==> src/rtl/iob_2p_assim_fifo_w_big_if.sv <==
// iob_2p_assim_fifo_w_big_if: write/read handshake bundle for the wide-to-narrow FIFO.
// With IOB_ASSIM_FIFO_ERR_EN defined the bundle also carries the sticky
// w_overflow / r_underflow error flags.
`timescale 1ns/1ps
interface iob_2p_assim_fifo_w_big_if #(
    parameter int W_DATA_W = 32,
    parameter int R_DATA_W = 8,
    parameter int ADDR_W   = 7
);
    logic                w_en;
    logic [W_DATA_W-1:0] w_data;
    logic                w_full;
    logic                r_en;
    logic [R_DATA_W-1:0] r_data;
    logic                r_empty;
    logic [ADDR_W:0]     level;
`ifdef IOB_ASSIM_FIFO_ERR_EN
    logic                w_overflow;
    logic                r_underflow;
`endif

    modport master (
        output w_en, w_data, r_en,
`ifdef IOB_ASSIM_FIFO_ERR_EN
        input  w_overflow, r_underflow,
`endif
        input  w_full, r_data, r_empty, level
    );

    modport slave (
        input  w_en, w_data, r_en,
`ifdef IOB_ASSIM_FIFO_ERR_EN
        output w_overflow, r_underflow,
`endif
        output w_full, r_data, r_empty, level
    );
endinterface

==> src/rtl/iob_2p_assim_fifo_w_big.sv <==
// iob_2p_assim_fifo_w_big: single-clock asymmetric FIFO, one wide word in,
// RATIO narrow words out (least-significant slice first), stored in a
// narrow-word two-port RAM. Optional sticky error flags are enabled by
// defining IOB_ASSIM_FIFO_ERR_EN.
`timescale 1ns/1ps
module iob_2p_assim_fifo_w_big #(
    parameter int W_DATA_W = 32,
    parameter int R_DATA_W = 8,
    parameter int ADDR_W   = 7
) (
    input logic clk,
    input logic rst,
    iob_2p_assim_fifo_w_big_if.slave bus
);
    localparam int RATIO   = W_DATA_W / R_DATA_W;
    localparam int RATIO_W = $clog2(RATIO);
    localparam int WPTR_W  = ADDR_W - RATIO_W;
    localparam int CAP     = 2 ** ADDR_W;

    localparam logic [ADDR_W:0] RATIO_L = (ADDR_W+1)'(RATIO);
    localparam logic [ADDR_W:0] ONE_L   = (ADDR_W+1)'(1);
    // Above this occupancy a whole wide word no longer fits.
    localparam logic [ADDR_W:0] FULL_TH = (ADDR_W+1)'(CAP - RATIO);

    logic [R_DATA_W-1:0] ram [0:CAP-1];
    logic [WPTR_W-1:0]   wptr;
    logic [ADDR_W-1:0]   rptr;
    logic                w_acc;
    logic                r_acc;
    logic [ADDR_W:0]     level_nxt;

    // Acceptance is judged on registered flags; occupancy after this edge.
    always_comb begin
        w_acc     = bus.w_en && !bus.w_full;
        r_acc     = bus.r_en && !bus.r_empty;
        level_nxt = bus.level;
        if (w_acc) level_nxt = level_nxt + RATIO_L;
        if (r_acc) level_nxt = level_nxt - ONE_L;
    end

    // Wide write scatters into RATIO consecutive narrow locations, LS slice at lowest address.
    always_ff @(posedge clk) begin
        if (w_acc) begin
            for (int i = 0; i < RATIO; i++) begin
                ram[{wptr, RATIO_W'(i)}] <= bus.w_data[i*R_DATA_W +: R_DATA_W];
            end
        end
    end

    // Pointers, occupancy, flags and registered read data.
    always_ff @(posedge clk or posedge rst) begin
        if (rst) begin
            wptr        <= '0;
            rptr        <= '0;
            bus.level   <= '0;
            bus.r_data  <= '0;
            bus.r_empty <= 1'b1;
            bus.w_full  <= 1'b0;
        end else begin
            if (w_acc) wptr <= wptr + 1'b1;
            if (r_acc) begin
                bus.r_data <= ram[rptr];
                rptr       <= rptr + 1'b1;
            end
            bus.level   <= level_nxt;
            bus.r_empty <= (level_nxt == '0);
            bus.w_full  <= (level_nxt > FULL_TH);
        end
    end

`ifdef IOB_ASSIM_FIFO_ERR_EN
    // Sticky misuse flags: write while full, read while empty.
    always_ff @(posedge clk or posedge rst) begin
        if (rst) begin
            bus.w_overflow  <= 1'b0;
            bus.r_underflow <= 1'b0;
        end else begin
            if (bus.w_en && bus.w_full)  bus.w_overflow  <= 1'b1;
            if (bus.r_en && bus.r_empty) bus.r_underflow <= 1'b1;
        end
    end
`endif

endmodule

==> src/flat_wrapper.sv <==
// flat-port wrapper written by rule: the top's interface ports become plain ports
module iob_2p_assim_fifo_w_big_flat 
#(
    parameter int W_DATA_W = 32,
    parameter int R_DATA_W = 8,
    parameter int ADDR_W   = 7
)
  (clk, rst, bus_w_en, bus_w_data, bus_r_en, bus_w_full, bus_r_data, bus_r_empty, bus_level);
  iob_2p_assim_fifo_w_big_if #(.W_DATA_W(W_DATA_W), .R_DATA_W(R_DATA_W), .ADDR_W(ADDR_W)) bus_i ();
  input logic clk;
  input logic rst;
  input wire logic [$bits(bus_i.w_en)-1:0] bus_w_en;
  input wire logic [$bits(bus_i.w_data)-1:0] bus_w_data;
  input wire logic [$bits(bus_i.r_en)-1:0] bus_r_en;
  output wire logic [$bits(bus_i.w_full)-1:0] bus_w_full;
  output wire logic [$bits(bus_i.r_data)-1:0] bus_r_data;
  output wire logic [$bits(bus_i.r_empty)-1:0] bus_r_empty;
  output wire logic [$bits(bus_i.level)-1:0] bus_level;
  assign bus_i.w_en = bus_w_en;
  assign bus_i.w_data = bus_w_data;
  assign bus_i.r_en = bus_r_en;
  assign bus_w_full = bus_i.w_full;
  assign bus_r_data = bus_i.r_data;
  assign bus_r_empty = bus_i.r_empty;
  assign bus_level = bus_i.level;
  iob_2p_assim_fifo_w_big #(.W_DATA_W(W_DATA_W), .R_DATA_W(R_DATA_W), .ADDR_W(ADDR_W)) u_core (.clk(clk), .rst(rst), .bus(bus_i));
endmodule
==> config.mk <==
export PLATFORM = sky130hd
export DESIGN_NAME = iob_2p_assim_fifo_w_big_flat
export DESIGN_NICKNAME = d
export VERILOG_FILES = /design/src/rtl/iob_2p_assim_fifo_w_big_if.sv /design/src/rtl/iob_2p_assim_fifo_w_big.sv /design/src/flat_wrapper.sv
export SDC_FILE = /design/constraint.sdc
export NUM_CORES = 1
export LEC_CHECK = 0
export ABC_AREA = 1
export ABC_CLOCK_PERIOD_IN_PS = 5000
export CORE_UTILIZATION = 40
export CTS_BUF_LIST = sky130_fd_sc_hd__clkbuf_4
export DETAILED_ROUTE_END_ITERATION = 10
export PLACE_DENSITY_LB_ADDON = 0.08
export SLEW_MARGIN = 20
export SYNTH_ARGS = -nofsm -noshare
export SYNTH_HDL_FRONTEND = slang
export SYNTH_SLANG_ARGS = --single-unit
==> constraint.sdc <==
create_clock -name clk -period 5 [get_ports clk]
set_input_delay 1 -clock clk [delete_from_list [all_inputs] [get_ports clk]]
set_output_delay 1 -clock clk [all_outputs]
set_load 0.01 [all_outputs]
==> results.toml <==
[run_status]
status = "finished clean"

[detailed_routing]
drt.antenna.violating_nets = 0
met1_length_mm = 59.4
wl_per_cell_um = 23.3
first_iter_violations = 2769
detail_route.first_pass.iterations = 5
route.met3.wl_mm = 7.26
vias = 29183
met2_length_mm = 63.4
wl_mm = 133
drc = 0
top_layer_used = "met4"
via_per_inst = 5.12

[power_and_ir_drop]
swShare = 0.387
p_sw_mw = 10.9
peakVddDrop_mv = 0.440
p_int_mw = 17.3
seq_power_share = 0.380
p_leak_nw = 19.1
p_clk_frac = 0.284
pwr-share-comb = 0.336
power_density_mw_per_mm2 = 568

[timing]
hold_viol = 0
setup_viol = 0
rsz0062_at_grt = "no"
fin_tns_setup_ns = 0
fmax_ghz = 0.304
slew_viol_final = 0
fin_ws_ns = 1.71
worst_pin_slew_ns = 1.14
clock_skew_ns = 0.0502
slew_headroom = 0.236
finalCritPeriodShare = 0.659
period_needed_ns = 3.29

[critical_path]
endpoint_kind = "output port"
start_kind = "flop"
cp_max_fo = 2
cp_num_buf_inv = 1
max_stage_delay_ns = 0.62
path_cells = "clkdlybuf4s50_1"
required_ns = 4.00
slowest_stage = "clkdlybuf4s50_1"
critical_path.top_delay_family = "buffers and inverters"
worstPathArrival_ns = 2.29
path_class = "reg -> out"

[logic_synthesis]
yosysSeqAreaShare = 0.724
ys_ff_latch = 1054
yosys.area_share.simple = 0.199
synth-adder-area-share = 0.00201
synth_xor_area_frac = 0.00322
synth_top_family_by_area = "simple AND/OR/NAND/NOR gates"
synth_cell_types = 32
syn_area_mm2 = 0.0435
avgSynthCellArea_um2 = 11.4
synth_fp_nets = 3861
yosys_warnings = 0
syn_inst = 3818
synth-compound-area-share = 0.0277
synthMuxAreaShare = 0

[cts]
clock_latency_ns = 1.11
cts_setup_buffers = 0
cts_resized = 0
clk_pin_slew_ns = 0.06
clockBufferDepth = 4
numCtsBuffers = 307
h-tree-depth = 5
root_buffer = "clkbuf_4"
tritoncts = "yes"
cts_hold_buf = 0
cts_sinks = 1054

[global_routing]
grt_pass1_wl_mm = 194
grt_usage = 0.242
grt-ovfl-total = 0
grt_max_degree = 152
antenna_found_initial = 15
grt_pass1_vias = 28364

[cells_and_area]
stdcell_count = 5697
fillerInstances = 10053
finalNetCount = 4124
area_growth_pct = 14.4
drive_gt1_frac = 0.150

[floorplanning]
pin_count = 54
dieWidth_um = 332
die_area_mm2 = 0.110
coreArea_mm2 = 0.108
rows = 120
die_y_um = 332
start_util = 0.405

[place]
portBuffers = 53
gp_congestion = 0.785
dp_slack_ns = 1.44
dpl.cell_count = 5175
dp_hpwl_mm = 68.1

[flow_run]
drv_cap = 0

[hold_path]
hp-class = "in -> async"
worst paths after layout:
check,start,to,slack [ns],cells after the start
worst min register to register,u_core.bus.level[0]$_DFF_PP0_,u_core.bus.level[0]$_DFF_PP0_,0.56,2
worst min-delay path,rst,u_core.bus.level[4]$_DFF_PP0_,0.29,3
worst max register to register,u_core.rptr[0]$_DFFE_PP0P_,u_core.bus.r_data[6]$_DFFE_PP0P_,1.84,12
max in group asynchronous,rst,u_core.rptr[3]$_DFFE_PP0P_,4.34,3
min in group clk,u_core.bus.level[0]$_DFF_PP0_,u_core.bus.level[0]$_DFF_PP0_,0.56,2
worst max-delay path,u_core.bus.r_data[6]$_DFFE_PP0P_,bus_r_data[6],1.71,1
cell usage in the layout, fill, tap and decap left out, drive strengths merged, types with 3 or more instances in the layout:
cell,synthesis,routed
o21ai,59,59
o211ai,35,35
nor3,11,11
clkdlybuf4s50,0,49
ha,7,7
clkbuf,60,467
edfxtp,1024,1024
a21oi,80,80
clkinv,3,38
inv,202,208
dfrtp,29,29
nand4,3,3
buf,151,116
a21boi,32,32
xor2,14,14
bufinv,0,5
nand3,541,541
diode,0,9
nor2,182,182
nand2,1379,1379
layout make-up:
| type | instances | area [um2] | area share |
|---|---|---|---|
| flip-flops and latches | 1054 | 31500 | 0.633 |
| multi-input cells | 2348 | 10300 | 0.208 |
| clock buffers | 467 | 3510 | 0.0704 |
| well taps | 1403 | 1760 | 0.0353 |
| repair buffers | 165 | 1540 | 0.0309 |
| inverters | 205 | 800 | 0.0161 |
| clock inverters | 46 | 310 | 0.00623 |
| diodes | 9 | 22.5 | 0.000452 |
routing by layer:
| layer | GRT usage | vias up |
|---|---|---|
| met2 | 0.387 | 951 |
| li1 | - | 13749 |
| met5 | 0 | - |
| met4 | 0.0810 | 0 |
| met3 | 0.0379 | 214 |
| met1 | 0.336 | 14269 |
synthesized netlist by cell type:
| library cell | instances | share of area |
|---|---|---|
| a21boi_0 | 32 | 0.0055 |
| a21o_1 | 1 | 0.00017 |
| a21oi_1 | 80 | 0.0092 |
| buf_1 | 23 | 0.0020 |
| buf_2 | 83 | 0.0095 |
| buf_4 | 27 | 0.0047 |
| buf_6 | 16 | 0.0041 |
| buf_8 | 2 | 0.00069 |
| clkbuf_1 | 60 | 0.0052 |
| clkinv_1 | 3 | 0.00026 |
| dfrtp_1 | 29 | 0.017 |
| dfstp_2 | 1 | 0.00060 |
| edfxtp_1 | 1024 | 0.71 |
| ha_1 | 7 | 0.0020 |
| inv_1 | 198 | 0.017 |
| inv_2 | 2 | 0.00017 |
| inv_4 | 2 | 0.00029 |
| nand2_1 | 1378 | 0.12 |
| nand2_2 | 1 | 0.00014 |
| nand3_1 | 541 | 0.062 |
| nand3b_1 | 1 | 0.00017 |
| nand4_1 | 3 | 0.00043 |
| nor2_1 | 180 | 0.016 |
| nor2_2 | 1 | 0.00014 |
| nor2_4 | 1 | 0.00026 |
| nor3_1 | 11 | 0.0013 |
| o211ai_1 | 35 | 0.0060 |
| o21ai_0 | 46 | 0.0053 |
| o21ai_1 | 13 | 0.0015 |
| or3_1 | 1 | 0.00014 |
| xnor2_1 | 2 | 0.00040 |
| xor2_1 | 14 | 0.0028 |
tightest hold or removal path: cells and delay by family:
| kind | cells | cell delay [ns] |
|---|---|---|
| buf+inv | 3 | 0.82 |
kinds of logic (layout without fill, tap and decap cells):
group,count (synthesis),after routing
simple gates,2118,2118
flops,1054,1054
buf+inv,416,883
compound gates,207,207
xor+xnor,16,16
fa+ha+maj,7,7
other cells,0,9
flip-flops by register name (all words and copies together), names as in the netlist:
signal	flops
u_core.ram	1024
u_core.bus.level	8
u_core.rptr	7
u_core.wptr	5
u_core.bus.r_empty	1
u_core.bus.w_full	1
u_core.bus.r_data	8
power groups by stage:
stage	clock, mW	sequential [mW]	combinational (mW)
global route	8.68	10.8	10.5
floorplan	0	10.6	6.14
finish	8.03	10.8	9.50
global placement	0	10.9	9.57
detailed placement	0	10.9	9.58
CTS	8.24	10.7	9.61
per-stage QoR:
step           utilization  area, um2  hold slack, ns  total power [mW]
2_1_floorplan            -      43500           0.516              16.8
3_3_place_gp         0.427      45900           0.575              20.5
5_1_grt              0.463      49800           0.220              30.0
6_report             0.463      49800           0.291              28.3
4_1_cts              0.463      49800           0.146              28.6
3_5_place_dp         0.427      45900           0.562              20.5
Power figures use the tool's default switching activity.
